===== src/rtl/afifo_rmon_capture.sv =====
// Read-side transaction capture unit for the async FIFO bench.
// Every accepted read (rinc && !rempty && mon_en) is counted, and the read
// data is optionally filtered by change-only mode. It is then stamped with a
// free-running timestamp and queued in a DEPTH-entry capture buffer. A
// consumer drains that buffer through a valid/ready port. Underflow attempts,
// overflow drops and accepted reads are tracked in saturating counters, with
// sticky flags alongside.
module afifo_rmon_capture #(
  parameter int DATA_WIDTH = 32,
  parameter int DEPTH      = 16,
  parameter int TS_WIDTH   = 16,
  parameter int CNT_WIDTH  = 16
) (
  input  logic                       rclk,
  input  logic                       rrst,
  input  logic                       mon_en,
  input  logic                       chg_only,
  input  logic                       clr,
  input  logic                       rinc,
  input  logic                       rempty,
  input  logic [DATA_WIDTH-1:0]      rdata,
  output logic                       cap_valid,
  input  logic                       cap_ready,
  output logic [DATA_WIDTH-1:0]      cap_data,
  output logic [TS_WIDTH-1:0]        cap_ts,
  output logic [CNT_WIDTH-1:0]       txn_cnt,
  output logic [CNT_WIDTH-1:0]       drop_cnt,
  output logic [CNT_WIDTH-1:0]       unf_cnt,
  output logic                       ovf,
  output logic                       unf,
  output logic [$clog2(DEPTH):0]     level
);

  localparam int AW = $clog2(DEPTH);
  localparam int PW = AW + 1;
  localparam logic [PW-1:0] FULL_LEVEL = PW'(DEPTH);

  // Pointers carry one extra wrap bit, so full and empty are distinguishable.
  logic [PW-1:0]         wr_ptr;
  logic [PW-1:0]         rd_ptr;
  logic [DATA_WIDTH-1:0] mem_data [DEPTH];
  logic [TS_WIDTH-1:0]   mem_ts   [DEPTH];

  logic [TS_WIDTH-1:0]   ts;
  logic [DATA_WIDTH-1:0] last;
  logic                  last_valid;

  logic acc, want, full, push, pop, drop, unf_evt;

  // Saturating increment shared by the three event counters.
  function automatic logic [CNT_WIDTH-1:0] sat_inc(input logic [CNT_WIDTH-1:0] v);
    return (&v) ? v : v + CNT_WIDTH'(1);
  endfunction

  assign level     = wr_ptr - rd_ptr;
  assign full      = (level == FULL_LEVEL);
  assign cap_valid = (level != '0);
  // The head is read straight out of registered storage. It is masked while
  // the buffer is empty, so the outputs read 0 out of reset.
  assign cap_data  = cap_valid ? mem_data[rd_ptr[AW-1:0]] : '0;
  assign cap_ts    = cap_valid ? mem_ts[rd_ptr[AW-1:0]]   : '0;

  // Decode this cycle's acceptance, capture, push/pop and error events.
  always_comb begin
    // NOTE: every always_comb output gets a default first, so no path can infer a latch.
    acc     = 1'b0;
    want    = 1'b0;
    push    = 1'b0;
    drop    = 1'b0;
    unf_evt = 1'b0;
    pop     = cap_valid && cap_ready;
    if (mon_en) begin
      acc     = rinc && !rempty;
      unf_evt = rinc && rempty;
    end
    want = acc && (!chg_only || !last_valid || (rdata != last));
    push = want && (!full || pop);
    drop = want && full && !pop;
  end

  // Free-running timestamp; only reset restarts it, clr leaves it alone.
  always_ff @(posedge rclk) begin
    // NOTE: sequential state uses non-blocking assignments, so all flops update together at the edge.
    if (rrst) ts <= '0;
    else      ts <= ts + TS_WIDTH'(1);
  end

  // Buffer pointers; reset empties the buffer without counting drops.
  always_ff @(posedge rclk) begin
    if (rrst) begin
      wr_ptr <= '0;
      rd_ptr <= '0;
    end else begin
      if (push) wr_ptr <= wr_ptr + PW'(1);
      if (pop)  rd_ptr <= rd_ptr + PW'(1);
    end
  end

  // Capture storage: write {timestamp, data} at the tail on push.
  always_ff @(posedge rclk) begin
    // NOTE: the storage array is deliberately not reset; the pointers alone define which entries are valid.
    if (push) begin
      mem_data[wr_ptr[AW-1:0]] <= rdata;
      mem_ts[wr_ptr[AW-1:0]]   <= ts;
    end
  end

  // Last-captured word for change-only filtering; updated even when the push drops.
  always_ff @(posedge rclk) begin
    if (rrst) begin
      last       <= '0;
      last_valid <= 1'b0;
    end else if (want) begin
      last       <= rdata;
      last_valid <= 1'b1;
    end
  end

  // Saturating counters and sticky flags; clr takes priority over any increment.
  always_ff @(posedge rclk) begin
    if (rrst || clr) begin
      txn_cnt  <= '0;
      drop_cnt <= '0;
      unf_cnt  <= '0;
      ovf      <= 1'b0;
      unf      <= 1'b0;
    end else begin
      if (acc)     txn_cnt  <= sat_inc(txn_cnt);
      if (drop) begin
        drop_cnt <= sat_inc(drop_cnt);
        ovf      <= 1'b1;
      end
      if (unf_evt) begin
        unf_cnt  <= sat_inc(unf_cnt);
        unf      <= 1'b1;
      end
    end
  end

endmodule


===== config.mk =====
export PLATFORM = sky130hd
export DESIGN_NAME = afifo_rmon_capture
export DESIGN_NICKNAME = d
export VERILOG_FILES = /design/src/rtl/afifo_rmon_capture.sv
export SDC_FILE = /design/constraint.sdc
export NUM_CORES = 1
export LEC_CHECK = 0
export CAP_MARGIN = 10
export CORE_MARGIN = 3
export CORE_UTILIZATION = 48
export CTS_CLUSTER_DIAMETER = 150
export DETAILED_ROUTE_END_ITERATION = 10
export PLACE_DENSITY = 0.77
export SKIP_LAST_GASP = 1
export SYNTH_ARGS = -nofsm -noshare
export SYNTH_HDL_FRONTEND = slang
export SYNTH_SLANG_ARGS = --single-unit

===== constraint.sdc =====
create_clock -name rclk -period 13.5 [get_ports rclk]
set_clock_uncertainty 0.15 [all_clocks]
set_input_delay 2.7 -clock rclk [delete_from_list [all_inputs] [get_ports rclk]]
set_output_delay 2.7 -clock rclk [all_outputs]
set_load 0.005 [all_outputs]

Word-level counts from Yosys, hierarchy flattened
Memories as Yosys holds them, arrays and structs flattened. A register that Yosys moved wholly into a read port is not among the register bits.
Index checks and enable logic that the tools add are counted.
- bits in registers: 109
- memory bits (writable): 768
- memories kept: 2
- input port bits: 40
- output and inout port bits: 104
- memory list (name ; depth ; bits a word ; read ports ; clocked after Yosys merged registers in ; wr ports ; line ; RTL):
    mem_data ; 16 ; 32 ; 1 ; 1 ; 1 ; 41 ; logic [DATA_WIDTH-1:0] mem_data [DEPTH];
    mem_ts ; 16 ; 16 ; 1 ; 1 ; 1 ; 42 ; logic [TS_WIDTH-1:0] mem_ts [DEPTH];
- equal/unequal tests: 2
- reduce and logical (&&, ||, !) cells: 23
- mux-type cells: 10
- bitwise operators: 3
- add/sub/neg operators: 7
- operators by type and width (operator ; number):
    $add A16 B1 Y16 const B ; 4
    $reduce_and A16 Y1 ; 3
    $mux W32 ; 1
    $ne A32 B32 Y1 ; 1
    $mux W16 ; 1
    $mux W4 ; 4
    $add A5 B1 Y5 const B ; 2
    $logic_and A1 B1 Y1 ; 7
    $reduce_and A2 Y1 ; 3
    $eq A5 B5 Y1 const B ; 1
    $logic_not A1 Y1 ; 5
    $reduce_bool A5 Y1 ; 1
    $sub A5 B5 Y5 ; 1
    $logic_or A1 B1 Y1 ; 4
    $mux W1 ; 4
    $not A1 Y1 ; 3

Depth between registers and ports, before layout
Gate-level depths: netlist of the first run.
- depth in word-level cells: 7
- gate-level depth with buffers: 13

Worst setup path after synthesis of the first run
No wires, ideal clock.
- path kind: in2reg
- start point: input port mon_en
- end point: memory mem_data[3][0], enable pin
- buffers on the path: 1
- cell stages on the path: 6
- path slack: 5.810 ns
- required time: 12.837 ns
- arrival time: 7.027 ns
- cell sequence: nand2_1 > or2_2 > clkbuf_1 > nor3_2 > nand2_1 > nor3_1
- longest elaborated chain between the ends: 5
- RTL lines (element ; line ; RTL):
    from (decl) ; 16 ; input logic mon_en,
    $mux W1 ; 72 ; if (mon_en) begin
    $logic_and A1 B1 Y1 ; 76 ; want = acc && (!chg_only || !last_valid || (rdata != last));
    $logic_and A1 B1 Y1 ; 77 ; push = want && (!full || pop);
    $mux W1 ; 102 ; if (push) begin
    $mux W1 (implied by the code) ; 103 ; mem_data[wr_ptr[AW-1:0]] <= rdata;
    to (decl) ; 41 ;
No other way between the ends.

==> metrics.cfg, run 1 <==
[die]
core.rowCount=97
die-width_microns=274
io_pins=144
chipHeight_microns=274
initial_utilization=0.488
design.die.area_sq_um=74900
core_area_sq_um=70500

[synth]
yosys.area_share.simple=0.0488
muxShareOfSynthArea=0.159
synth-edff-count=768
netlist_instances=1760
ys.flop_type=edfxtp_1
synth_warnings=0
synth_area_per_cell_sq_um=19.6
synth_nets=1814
syn_area_sq_um=34400
ys_seq_area_frac=0.736
synth_fa_ha_area_frac=0.00531
ys_ff_latch=881
synth.lib_cells_used.distinct=43
async_flop_share=0
synth_xor_area_frac=0.0178
synth_compound_area_frac=0.0203
synth_top_family_by_area=multiplexers

[grt]
grt_max_degree=97
grt_pass1_wl_mm=115
overflow=0
grt_pass1_vias=18300
grtUsageTotal=0.205
antenna_found_initial=0

[clocking]
cts-resized-gates=0
cts_made_buffers=86
post-cts-setup-buffers=0
cts_max_level=3
clk_pin_slew_ps=60
cts_tree=yes
root_buffer=clkbuf_16
cts_hold_buf=0
insertion_delay_ps=640
clock_sinks=881
cts.path.max_buffers=3

[final_layout]
drive_gt1_frac=0.212
fin_cells=2942
layout.nets=1986
antenna_cells=0
syn_to_final_growth_pct=15.3
final_common_cell=edfxtp_1
final_cell_mix=edfxtp_1 (768), mux4_2 (240), clkdlybuf4s50_1 (142), dfxtp_1 (109), clkbuf_16 (87)

[route]
drtIter0Drc=1728
wl_per_cell_microns=25.9
num_vias=17500
via_per_inst=5.93
ant_nets=0
drc=0
first_pass_iters=5
drt-total-wl_mm=76.1

[timing]
rsz0062_at_grt=false
min_period_ps=7400
setup_viol=0
fin_crit_sh=0.548
fmax_ghz=0.135
slew_violations=0
finalHoldViolCount=0
worst_slew_pin_slew_ps=1170
timing.setup.tns_ps=0
max-slew-margin-rel=0.220
hold_slack_ps=323

[setup_path]
rr_worst_depth=11
endpoint_kind=primary output
path_class=reg2out
r2r_setup_slack_ps=8600
cp.required_ps=10650
path_max_fanout=53
startpoint_type=register
crit_arrival_ps=4550

[run_status]
status=finished, final reports clean

[pwr]
vdd_drop_max_v=0.000225
power.density_nw_per_um2=170
p_leak_nw=12.2

[worst_hold_path]
hold_depth=2
worst_hold_path_type=reg2reg

[placement]
hpwl_mm=42.1
placedCellCount=2784
io_buffer_count=143
gp_congestion=0.808

[flow_run]
cap_viol_max_count=0

per-layer routing:
layer  share of wire  global-route usage  vias up
met1            0.39               0.274     9111
met2            0.50               0.338      746
li1                -                   -     7490
met4           0.019              0.0577        0
met3           0.085              0.0498      113
met5               0                   0        -
critical path, stage by stage (launching register included):
cell	delay, ps
dfxtp_4	790
buf_4	730
buf_4	730
mux4_2	460
mux4_2	490
and2_1	180
clkdlybuf4s50_1	440
stage by stage:
stage | setup slack [ps] | total power [W] | utilization | area (sq um)
6_report | 6100 | 0.00676 | 0.563 | 39700
5_1_grt | 5910 | 0.00701 | 0.563 | 39700
4_1_cts | 5990 | 0.00684 | 0.563 | 39700
3_5_place_dp | 5760 | 0.00450 | 0.524 | 36900
3_3_place_gp | 5830 | 0.00448 | 0.524 | 36900
2_1_floorplan | 5810 | 0.00393 | - | 34400
worst paths after layout:
path         startpoint                to
max            register        cap_ts[14]
min             last[1]           last[1]
max reg2reg   wr_ptr[0]  mem_data[14][12]
min reg2reg     last[1]           last[1]
cells in the mapped netlist (7+ instances only):
cell type | number | area share
xnor2_1 | 45 | 0.011
ha_1 | 13 | 0.0047
inv_1 | 16 | 0.0017
mux4_2 | 240 | 0.16
nand2_1 | 62 | 0.0068
o31ai_1 | 11 | 0.0024
o21ai_0 | 43 | 0.0063
nor2b_1 | 7 | 0.0013
xor2_1 | 25 | 0.0064
buf_1 | 9 | 0.00098
and3_1 | 26 | 0.0047
nor2_1 | 61 | 0.0067
a21oi_1 | 62 | 0.0090
or4_1 | 11 | 0.0024
buf_2 | 20 | 0.0029
or3_1 | 16 | 0.0029
clkbuf_1 | 59 | 0.0064
edfxtp_1 | 768 | 0.67
and2_1 | 56 | 0.010
nand4_1 | 27 | 0.0049
dfxtp_1 | 113 | 0.066
nand3_1 | 28 | 0.0041
cells by family after synthesis:
family          Yosys count
fa+ha+maj                14
compound gates          127
buf+inv                 105
simple gates            315
flops                   881
mux                     248
xor+xnor                 70
registers in the layout, summed over array words and instances (netlist names), named ones only:
name,flops
rd_ptr,5
unf_cnt,16
ts,16
mem_data,512
wr_ptr,5
unf,1
last,32
txn_cnt,16
ovf,1
last_valid,1
drop_cnt,16
mem_ts,256
report_power, final:
group	leakage, nW	switching, W	internal (W)	total [W]
registers	7.89	0.0000705	0.00297	0.00304
clock network	1.33	0.000984	0.00136	0.00235
logic	2.94	0.000573	0.000799	0.00137
total	12.2	0.00163	0.00513	0.00676
final cells by class:
cell class	instances	area, sq um
Clock inverter	40	434
Timing Repair Buffer	173	1660
Sequential cell	881	25300
Multi-Input combinational cell	774	8700
Inverter	16	60.1
Tap cell	940	1180
Fill cell	5025	30800
Clock buffer	118	2320
Note: power is estimated with default switching activity, not from simulation.
==> inputs of run 2 (changes only) <==
Settings changed: PLACE_DENSITY 0.77 to 0.8.
Clock period 13.5 ns to 6.4 ns, I/O delays scaled along.
==> run 2 against run 1 <==
Compared with the run above: non-clock buffer count grew 16; critical path depth grew 5; clock-buffer cell count shrank 9; flip-flop and latch count is the same; clock power grew 110%; global-route usage grew 0.80 points; sequential power grew 110%; sequential share of layout area shrank 0.50 points; final area grew 0.79%; combinational power grew 120%; worst setup slack lost 5300 ps; register-to-register slack lost 6800 ps; critical path type unchanged; largest cell class unchanged; highest routed layer is now met5.
==> metrics.cfg, run 2 (synthesized netlist as in run 1, its figures left out) <==
[clocking]
root_buffer=clkbuf_16
clock_sinks=881
cts_tree=yes
cts_max_level=3
cts_made_buffers=85
post-cts-setup-buffers=0
clk_pin_slew_ps=60
cts-resized-gates=0
insertion_delay_ps=630
cts_hold_buf=0
cts.path.max_buffers=3

[route]
via_per_inst=6.09
drt-total-wl_mm=78.4
drc=0
drtIter0Drc=1936
first_pass_iters=6
num_vias=18000
ant_nets=0
wl_per_cell_microns=26.5

[pwr]
switching_share=0.242
clkPwrFrac=0.347
power.density_nw_per_um2=359
seqPwrFrac=0.442
intPower_w=0.0109
combPwrFrac=0.211
p_leak_nw=12.3
p_sw_w=0.00348
vdd_drop_max_v=0.000250

[setup_path]
crit_family=buffers and inverters
path_class=reg2out
path_max_fanout=27
path_cells=inv_1 -> ha_1 -> inv_1 -> fa_1 -> xor2_1 -> or3_4 -> a211oi_2 -> o21bai_4 -> buf_4 -> and2_1 -> clkdlybuf4s50_1
cpMostUsedCell=inv_1
cp.required_ps=4970
endpoint_kind=primary output
crit_buf_inv=4
crit_arrival_ps=4140
startpoint_type=register
slowest_delay_ps=700
crit_slowest_cell=o21bai_4

[grt]
antenna_found_initial=3
grtUsageTotal=0.213
grt_pass1_vias=18800
grt_pass1_wl_mm=120
overflow=0
grt_max_degree=76

[timing]
fin_ws_ps=831
hold_slack_ps=331
setup_viol=0
slew_violations=0
finalHoldViolCount=0
min_period_ps=5570
timing.setup.tns_ps=0
worst_slew_pin_slew_ps=1140
fin_crit_sh=0.870
fmax_ghz=0.180
max-slew-margin-rel=0.237
rsz0062_at_grt=false

[flow_run]
cap_viol_max_count=0

[die]
initial_utilization=0.488
design.die.area_sq_um=74900
die-width_microns=274
io_pins=144
core_area_sq_um=70500
chipHeight_microns=274
core.rowCount=97

[run_status]
status=finished, final reports clean

[final_layout]
syn_to_final_growth_pct=16.3
utilization=0.567
final_common_cell=edfxtp_1
final_cell_mix=edfxtp_1 (768), mux4_2 (240), clkdlybuf4s50_1 (142), dfxtp_1 (109), clkbuf_16 (86)
layout.nets=2001
largest_register_ffs=512
fin_cells=2959
fill_cells=4953
drive_gt1_frac=0.219

[placement]
placedCellCount=2800
dpl_worst_slack_ps=1200
gp_congestion=0.824
hpwl_mm=43.4
io_buffer_count=143

[worst_hold_path]
worst_hold_path_type=reg2reg

run 2: changes by cell type in the layout (fill, tap and decap cells not counted), sizes merged:
cell	delta
diode	+2
clkbuf	-9
buf	+16
bufinv	+2
clkinv	+6
clkinvlp	-1
inv	+1
run 2: cell type report:
cell class | instances | area [sq um] | area share
flip-flops and latches | 881 | 25300 | 0.633
multi-input cells | 774 | 8700 | 0.217
clock buffers | 109 | 2260 | 0.0564
repair buffers | 189 | 1960 | 0.0490
well taps | 940 | 1180 | 0.0294
clock inverters | 48 | 512 | 0.0128
inverters | 16 | 60.1 | 0.00150
diodes | 2 | 5.00 | 0.000125
run 2: power by group through the flow:
stage / combinational [W] / clock, W / sequential, W
global route: 0.00326 / 0.00528 / 0.00636
global placement: 0.00303 / 0 / 0.00647
floorplan: 0.00189 / 0 / 0.00640
detailed placement: 0.00306 / 0 / 0.00647
finish: 0.00303 / 0.00499 / 0.00635
CTS: 0.00310 / 0.00507 / 0.00635
run 2: final timing paths:
path | cells after the start | slack, ps | to | start
max | 11 | 830 | cap_ts[14] | wr_ptr[0]
min | 2 | 330 | last_valid | last_valid
max reg2reg | 11 | 1800 | mem_data[5][3] | wr_ptr[0]
min reg2reg | 2 | 330 | last_valid | last_valid
run 2: routing by layer:
metal	up-vias	track usage	share of wire
met5	-	0	0.00040
met4	4	0.0706	0.026
met3	135	0.0478	0.095
met2	971	0.350	0.50
met1	9409	0.285	0.38
li1	7506	-	-
run 2: worst reg2reg max path: stages (launching register included):
cell and delay (ps):
dfxtp_1 370, inv_1 240, ha_1 210, inv_1 60, fa_1 390, xor2_1 200
or3_4 180, a211oi_2 70, o211a_1 440, nor3_2 780, and3_2 750, buf_4 410
run 2: metrics by stage:
step                power (W)  cell area, sq um
finish                 0.0144             40000
detailed placement    0.00953             37200
floorplan             0.00829             34400
global route           0.0149             40000
global placement      0.00950             37200
CTS                    0.0145             40000
